File: src/rtl/fp_pkg.sv
// Shared definitions for the iterative single-precision divider.
// Holds the IEEE-754 field widths, the exponent bias and the saturated
// exponent code, plus the state encoding of the top-level controller.
package fp_pkg;

    localparam int         XLEN    = 32;
    localparam int         EXP_W   = 8;
    localparam int         MANT_W  = 23;
    localparam int         BIAS    = 127;
    localparam logic [7:0] EXP_MAX = 8'hFF;

    typedef enum logic [1:0] {
        IDLE,
        DIVIDE,
        NORM,
        DONE
    } state_t;

endpackage

File: src/rtl/fp_mant_div_core.sv
// Restoring mantissa divider: one quotient bit per cycle, MSB first.
// Produces q = floor({1,frac_a} * 2^24 / {1,frac_b}) as a 25-bit value.
//
// Ports:
//   clk       rising-edge clock
//   rst       synchronous active-high reset (clears the control state)
//   start     load operands; iteration begins on the following cycle
//   frac_a    dividend fraction (hidden one added here)
//   frac_b    divisor fraction (hidden one added here)
//   done      high during the cycle whose closing edge writes the last bit
//   quot      25-bit quotient, complete after the edge that ends the done cycle
module fp_mant_div_core
    import fp_pkg::*;
(
    input  logic              clk,
    input  logic              rst,
    input  logic              start,
    input  logic [MANT_W-1:0] frac_a,
    input  logic [MANT_W-1:0] frac_b,
    output logic              done,
    output logic [MANT_W+1:0] quot
);

    localparam int ITER = MANT_W + 2;

    logic              active;
    logic [4:0]        cnt;
    logic [MANT_W+1:0] rem;
    logic [MANT_W:0]   dvsr;

    logic              ge;
    logic [MANT_W+1:0] rem_sel;

    // The remainder stays below twice the divisor, so 25 bits suffice.
    always_comb begin
        ge      = rem >= {1'b0, dvsr};
        rem_sel = ge ? (rem - {1'b0, dvsr}) : rem;
    end

    assign done = active && (cnt == 5'(ITER - 1));

    // Control state
    always_ff @(posedge clk) begin
        if (rst) begin
            active <= 1'b0;
            cnt    <= '0;
        end else if (start) begin
            active <= 1'b1;
            cnt    <= '0;
        end else if (active) begin
            cnt <= cnt + 5'd1;
            if (done) begin
                active <= 1'b0;
            end
        end
    end

    // Datapath
    always_ff @(posedge clk) begin
        if (start) begin
            rem  <= {2'b01, frac_a};
            dvsr <= {1'b1, frac_b};
        end else if (active) begin
            rem  <= rem_sel << 1;
            quot <= {quot[MANT_W:0], ge};
        end
    end

endmodule

File: src/rtl/fp_iter_divider.sv
// Iterative IEEE-754 single-precision divider (truncating, subnormals
// flushed to zero). Special operands finish one cycle after acceptance;
// normal operands take 25 divide cycles, one normalise cycle and a done cycle.
//
// Ports:
//   clk          rising-edge clock
//   rst          synchronous active-high reset, aborts any operation
//   start        request; accepted only while busy is low
//   A, B         dividend and divisor, sampled on acceptance
//   busy         high from the cycle after acceptance through the done cycle
//   done         one-cycle pulse, result and div_by_zero valid
//   result       quotient, held until the next operation completes
//   div_by_zero  divisor exponent was zero; cleared on the next acceptance
module fp_iter_divider
    import fp_pkg::*;
#(
    parameter int XLEN = 32
) (
    input  logic            clk,
    input  logic            rst,
    input  logic            start,
    input  logic [XLEN-1:0] A,
    input  logic [XLEN-1:0] B,
    output logic            busy,
    output logic            done,
    output logic [XLEN-1:0] result,
    output logic            div_by_zero
);

    state_t state, state_nxt;

    logic               sign_r;
    logic signed [9:0]  exp_r;
    logic [XLEN-1:0]    result_r;
    logic               dbz_r;

    logic [EXP_W-1:0]   ea, eb;
    logic               sgn, a_zero, b_zero, any_inf, special, accept;
    logic [XLEN-1:0]    special_res;
    logic               core_done;
    logic [MANT_W+1:0]  quot;

    // Saturate/flush the biased exponent and pack the truncated quotient.
    function automatic logic [31:0] pack_norm(input logic s,
                                              input logic signed [9:0] e,
                                              input logic [MANT_W+1:0] q);
        logic signed [9:0]  e_fin;
        logic [MANT_W-1:0]  m;
        e_fin = q[MANT_W+1] ? e : (e - 10'sd1);
        m     = q[MANT_W+1] ? q[MANT_W:1] : q[MANT_W-1:0];
        if (e_fin >= 10'sd255)
            pack_norm = {s, EXP_MAX, {MANT_W{1'b0}}};
        else if (e_fin <= 10'sd0)
            pack_norm = {s, 31'b0};
        else
            pack_norm = {s, e_fin[EXP_W-1:0], m};
    endfunction

    always_comb begin
        ea      = A[30:23];
        eb      = B[30:23];
        sgn     = A[31] ^ B[31];
        b_zero  = (eb == '0);
        a_zero  = (ea == '0);
        any_inf = (ea == EXP_MAX) || (eb == EXP_MAX);
        special = b_zero || a_zero || any_inf;
        accept  = (state == IDLE) && start;
        // Zero dividend wins over infinity unless the divisor is zero.
        special_res = (a_zero && !b_zero) ? {sgn, 31'b0}
                                          : {sgn, EXP_MAX, {MANT_W{1'b0}}};
    end

    fp_mant_div_core u_core (
        .clk    (clk),
        .rst    (rst),
        .start  (accept && !special),
        .frac_a (A[MANT_W-1:0]),
        .frac_b (B[MANT_W-1:0]),
        .done   (core_done),
        .quot   (quot)
    );

    always_comb begin
        state_nxt = state;
        case (state)
            IDLE:    if (start) state_nxt = special ? DONE : DIVIDE;
            DIVIDE:  if (core_done) state_nxt = NORM;
            NORM:    state_nxt = DONE;
            DONE:    state_nxt = IDLE;
            default: state_nxt = IDLE;
        endcase
    end

    // Control and visible outputs
    always_ff @(posedge clk) begin
        if (rst) begin
            state    <= IDLE;
            result_r <= '0;
            dbz_r    <= 1'b0;
        end else begin
            state <= state_nxt;
            if (accept) begin
                dbz_r <= b_zero;
                if (special) result_r <= special_res;
            end
            if (state == NORM) result_r <= pack_norm(sign_r, exp_r, quot);
        end
    end

    // Operand-derived sign and unnormalised exponent
    always_ff @(posedge clk) begin
        if (accept) begin
            sign_r <= sgn;
            exp_r  <= $signed({2'b00, ea}) - $signed({2'b00, eb}) + 10'sd127;
        end
    end

    assign busy        = (state != IDLE);
    assign done        = (state == DONE);
    assign result      = result_r;
    assign div_by_zero = dbz_r;

endmodule

File: config.mk
export PLATFORM = sky130hd
export DESIGN_NAME = fp_iter_divider
export DESIGN_NICKNAME = d
export VERILOG_FILES = /design/src/rtl/fp_pkg.sv /design/src/rtl/fp_mant_div_core.sv /design/src/rtl/fp_iter_divider.sv
export SDC_FILE = /design/constraint.sdc
export NUM_CORES = 1
export LEC_CHECK = 0
export ABC_CLOCK_PERIOD_IN_PS = 5400
export BUFFER_PORTS_ARGS = -buffer_cell sky130_fd_sc_hd__buf_2
export CORE_ASPECT_RATIO = 0.6
export CORE_MARGIN = 10
export CORE_UTILIZATION = 30
export DETAILED_ROUTE_END_ITERATION = 10
export GPL_TIMING_DRIVEN = 0
export SETUP_SLACK_MARGIN = 0.1
export SLEW_MARGIN = 20
export SYNTH_ARGS = -nofsm -noshare
export SYNTH_HDL_FRONTEND = slang
export SYNTH_SLANG_ARGS = --single-unit
File: constraint.sdc
create_clock -name clk -period 5.4 [get_ports clk]
set_input_delay 0.27 -clock clk [delete_from_list [all_inputs] [get_ports clk]]
set_output_delay 0.27 -clock clk [all_outputs]
set_load 0.005 [all_outputs]
==> metrics <==
outcome=finished clean; Remaining Overflow, GRT=0; Final #Nets=919; Finished Layout Cells=approximately 1100; Initial DRC Count=359; Leak=3.57 nW; Synth warnings=0; Post-synth EDFFs=just over 80; Total Neg Setup Slack=0 ns; Power Density=approximately 580 mW/mm^2; RSZ-0062 raised after global routing=no; Setup CP Type=reg -> reg; Final Hold Vio Count=0; Num CTS Buffers=17; sequential area share after synthesis=between 40% and 50%; number of remaining DRC errors=0; post-synthesis cell count=about 690; Mean Syn Cell Area=slightly above 10 sq um; Via Count=roughly 5400; Die Y=138 um; CP Max Fanout=10; DP Worst Slack=approximately 2.1 ns; Worst VDD drop=between 0.15 and 0.2 mV; clk slew on worst S/H paths=about 0.060 ns; Pre-Repair DR Iteration Count=5; final period utilization=slightly above 60%; initial antenna violation count=3; pin count of the biggest net entering global routing=32; maximum clock rate=298 MHz; post-route minimum period=between 3 and 4 ns; cells along the critical path=ha_1 -> nand2_1 -> o21ai_0 -> nor2_1 -> nor2_1 -> nand3b_1 -> nand2_1 -> buf_2 -> mux2i_1 -> a21oi_1; crit-path max cell delay=about 0.43 ns; Initial Utilization=a little under a third; Die W=roughly 220 um; Hold Crit Start=B[21]; first-pass GRT wire length=~29 mm; vias in the first global route=5265; R2R Path Start=u_core.rem[19]; IO Port Bufs=101; critical path arrival=between 3 and 4 ns; Most used DFF post-synth=edfxtp_1; endpoint class of the critical path=flop; startpoint types=flop; CTS tree=built; die area=~0.03 sq mm; cell with the largest stage delay on the worst path=edfxtp_1; DR vias/cell=between 4 and 5; H-tree depth=4; Yosys reg bits=about 130; max_cap viols=0; postcts setup bufs=0; worst skew pair latency=between 0.4 and 0.5 ns; Slew headroom=approximately 29%; Mapped Area=0.00697 sq mm; Min Hold Slack=0.0185 ns; Routed wire per std cell=around 16 um; Slew @ Worst Pin=between 1 and 1.5 ns; GRT Total Usage=between 10% and 20%; GPL Wtd Cong=0.854; number of distinct library cells after synthesis=62; Core ar.=0.0230 sq mm; # setup viols final=0; routed wire length=18.3 mm; Placement Rows=43; max-slew violations=0; Clock Skews=~0.0079 ns; syn_nets=between 700 and 800; Layout area overhead=21.5%; Inst Count DP=approximately 1100; worst path required time=between 5 and 6 ns; hold crit path type=in -> reg; commonest non-fill, non-tap cell in the layout=buf_2; layout cells sized above 1=between 10% and 20%; io pins=approximately 100; final worst slack=about 2.0 ns; CP Launch Point=u_core.rem[19]; Synth async-reset ratio=0%; Max Buffers Root-to-Sink=2; CTS sink count=about 130; CTS root buf=clkbuf_16; most frequent cells in the layout=103 x buf_2, 82 x edfxtp_1, 60 x nand2_1, 58 x nor2_1, 51 x inv_1; post-route ant nets=0; detailed placer's ending HPWL=around 14 mm
[sequential cells by signal, indices dropped and copies added, names as in the netlist]
signal         flops
div_by_zero        1
exp_r             10
result            32
sign_r             1
state              2
u_core.active      1
u_core.cnt         5
u_core.dvsr       23
u_core.quot       25
u_core.rem        25
[Yosys cell counts, drive strengths merged, types with 2 or more instances]
cell type	instances	area (sq um)
a311oi	3	26.3
o21bai	4	30.0
nor4b	3	26.3
dfxtp	43	861
mux2i	45	450
nand3	14	70.1
edfxtp	82	2460
o31ai	2	15.0
a211oi	5	37.5
ha	40	500
nand2b	2	12.5
o22a	2	17.5
a21boi	3	22.5
xor2	18	158
nand4	12	75.1
o311ai	2	17.5
buf	5	36.3
nand3b	4	30.0
nor3	17	85.1
or2	4	25.0
a211o	2	17.5
o21ai	41	243
nor2	58	218
a21oi	46	230
clkbuf	18	67.6
and2	3	18.8
a21o	9	67.6
a31oi	10	62.6
nor4	7	58.8
a221o	3	30.0
xnor2	22	193
mux2	3	33.8
fa	2	40.0
or4	2	18.8
and3	7	43.8
o21a	6	45.0
inv	51	191
o211ai	2	15.0
a41o	2	20.0
nor2b	9	56.3
nand2	61	229
[cells by family after synthesis]
logic type | Yosys count | share of synthesized area (%)
AOI/OAI and AO/OA | 152 | 14.2
DFF | 125 | 47.7
xor gates and xnor gates | 40 | 5.03
muxes | 48 | 6.95
and+or+nand+nor | 205 | 14.1
buffers and inverters | 75 | 4.29
adders and majority gates | 42 | 7.76
[per-layer routing]
layer / share of wire (%) / vias to the layer above / global-route usage [%]
met5: 0.071 / - / 0
li1: - / 2742 / -
met3: 7.0 / 14 / 4.27
met1: 56 / 2502 / 19.1
met4: 0.73 / 2 / 3.19
met2: 36 / 139 / 15.3
[final timing paths]
path,end,slack (ns),cells past startpoint
setup / recovery,u_core.rem[3],2.04,10
hold / removal,u_core.dvsr[21],0.02,1
setup reg to reg,u_core.rem[3],2.04,10
hold reg to reg,result[7],0.44,2
[where the power goes]
| part | internal (mW) | switching [mW] |
|---|---|---|
| combinational | 0.907 | 1.34 |
| clock | 0.641 | 0.466 |
| sequential | 1.40 | 0.154 |
| total | 2.95 | 1.96 |
[per-stage QoR]
stage	utilization, %	total power, mW	area [sq um]
2_1_floorplan	-	3.20	6970
3_3_place_gp	34.2	3.75	7870
3_5_place_dp	34.3	3.80	7870
4_1_cts	36.8	4.93	8450
5_1_grt	36.8	5.29	8460
6_report	36.9	4.91	8470
[area by class of cell]
class,count,area (sq um)
antenna,2,5.00
clock buffer,18,429
fill,2324,14500
multi-input combinational,487,3350
timing repair buffer,104,536
sequential,125,3320
inverter,52,196
buffer,23,104
clock inverter,14,133
tap,315,394
[worst max-delay path: cells and delay by family, from the launching register on]
family | cells | cell delay (ns)
and+or+nand+nor | 5 | 1.05
AOI/OAI and AO/OA | 2 | 0.51
DFF | 1 | 0.43
adders and majority gates | 1 | 0.42
buffers and inverters | 1 | 0.39
muxes | 1 | 0.27
[what timing repair did]
action                     CTS  global route
hold endpoints to repair     2             1
resized for setup            0             0
setup endpoints to repair    0             0
hold buffers                 2             1
Power figures use the tool's default switching activity.
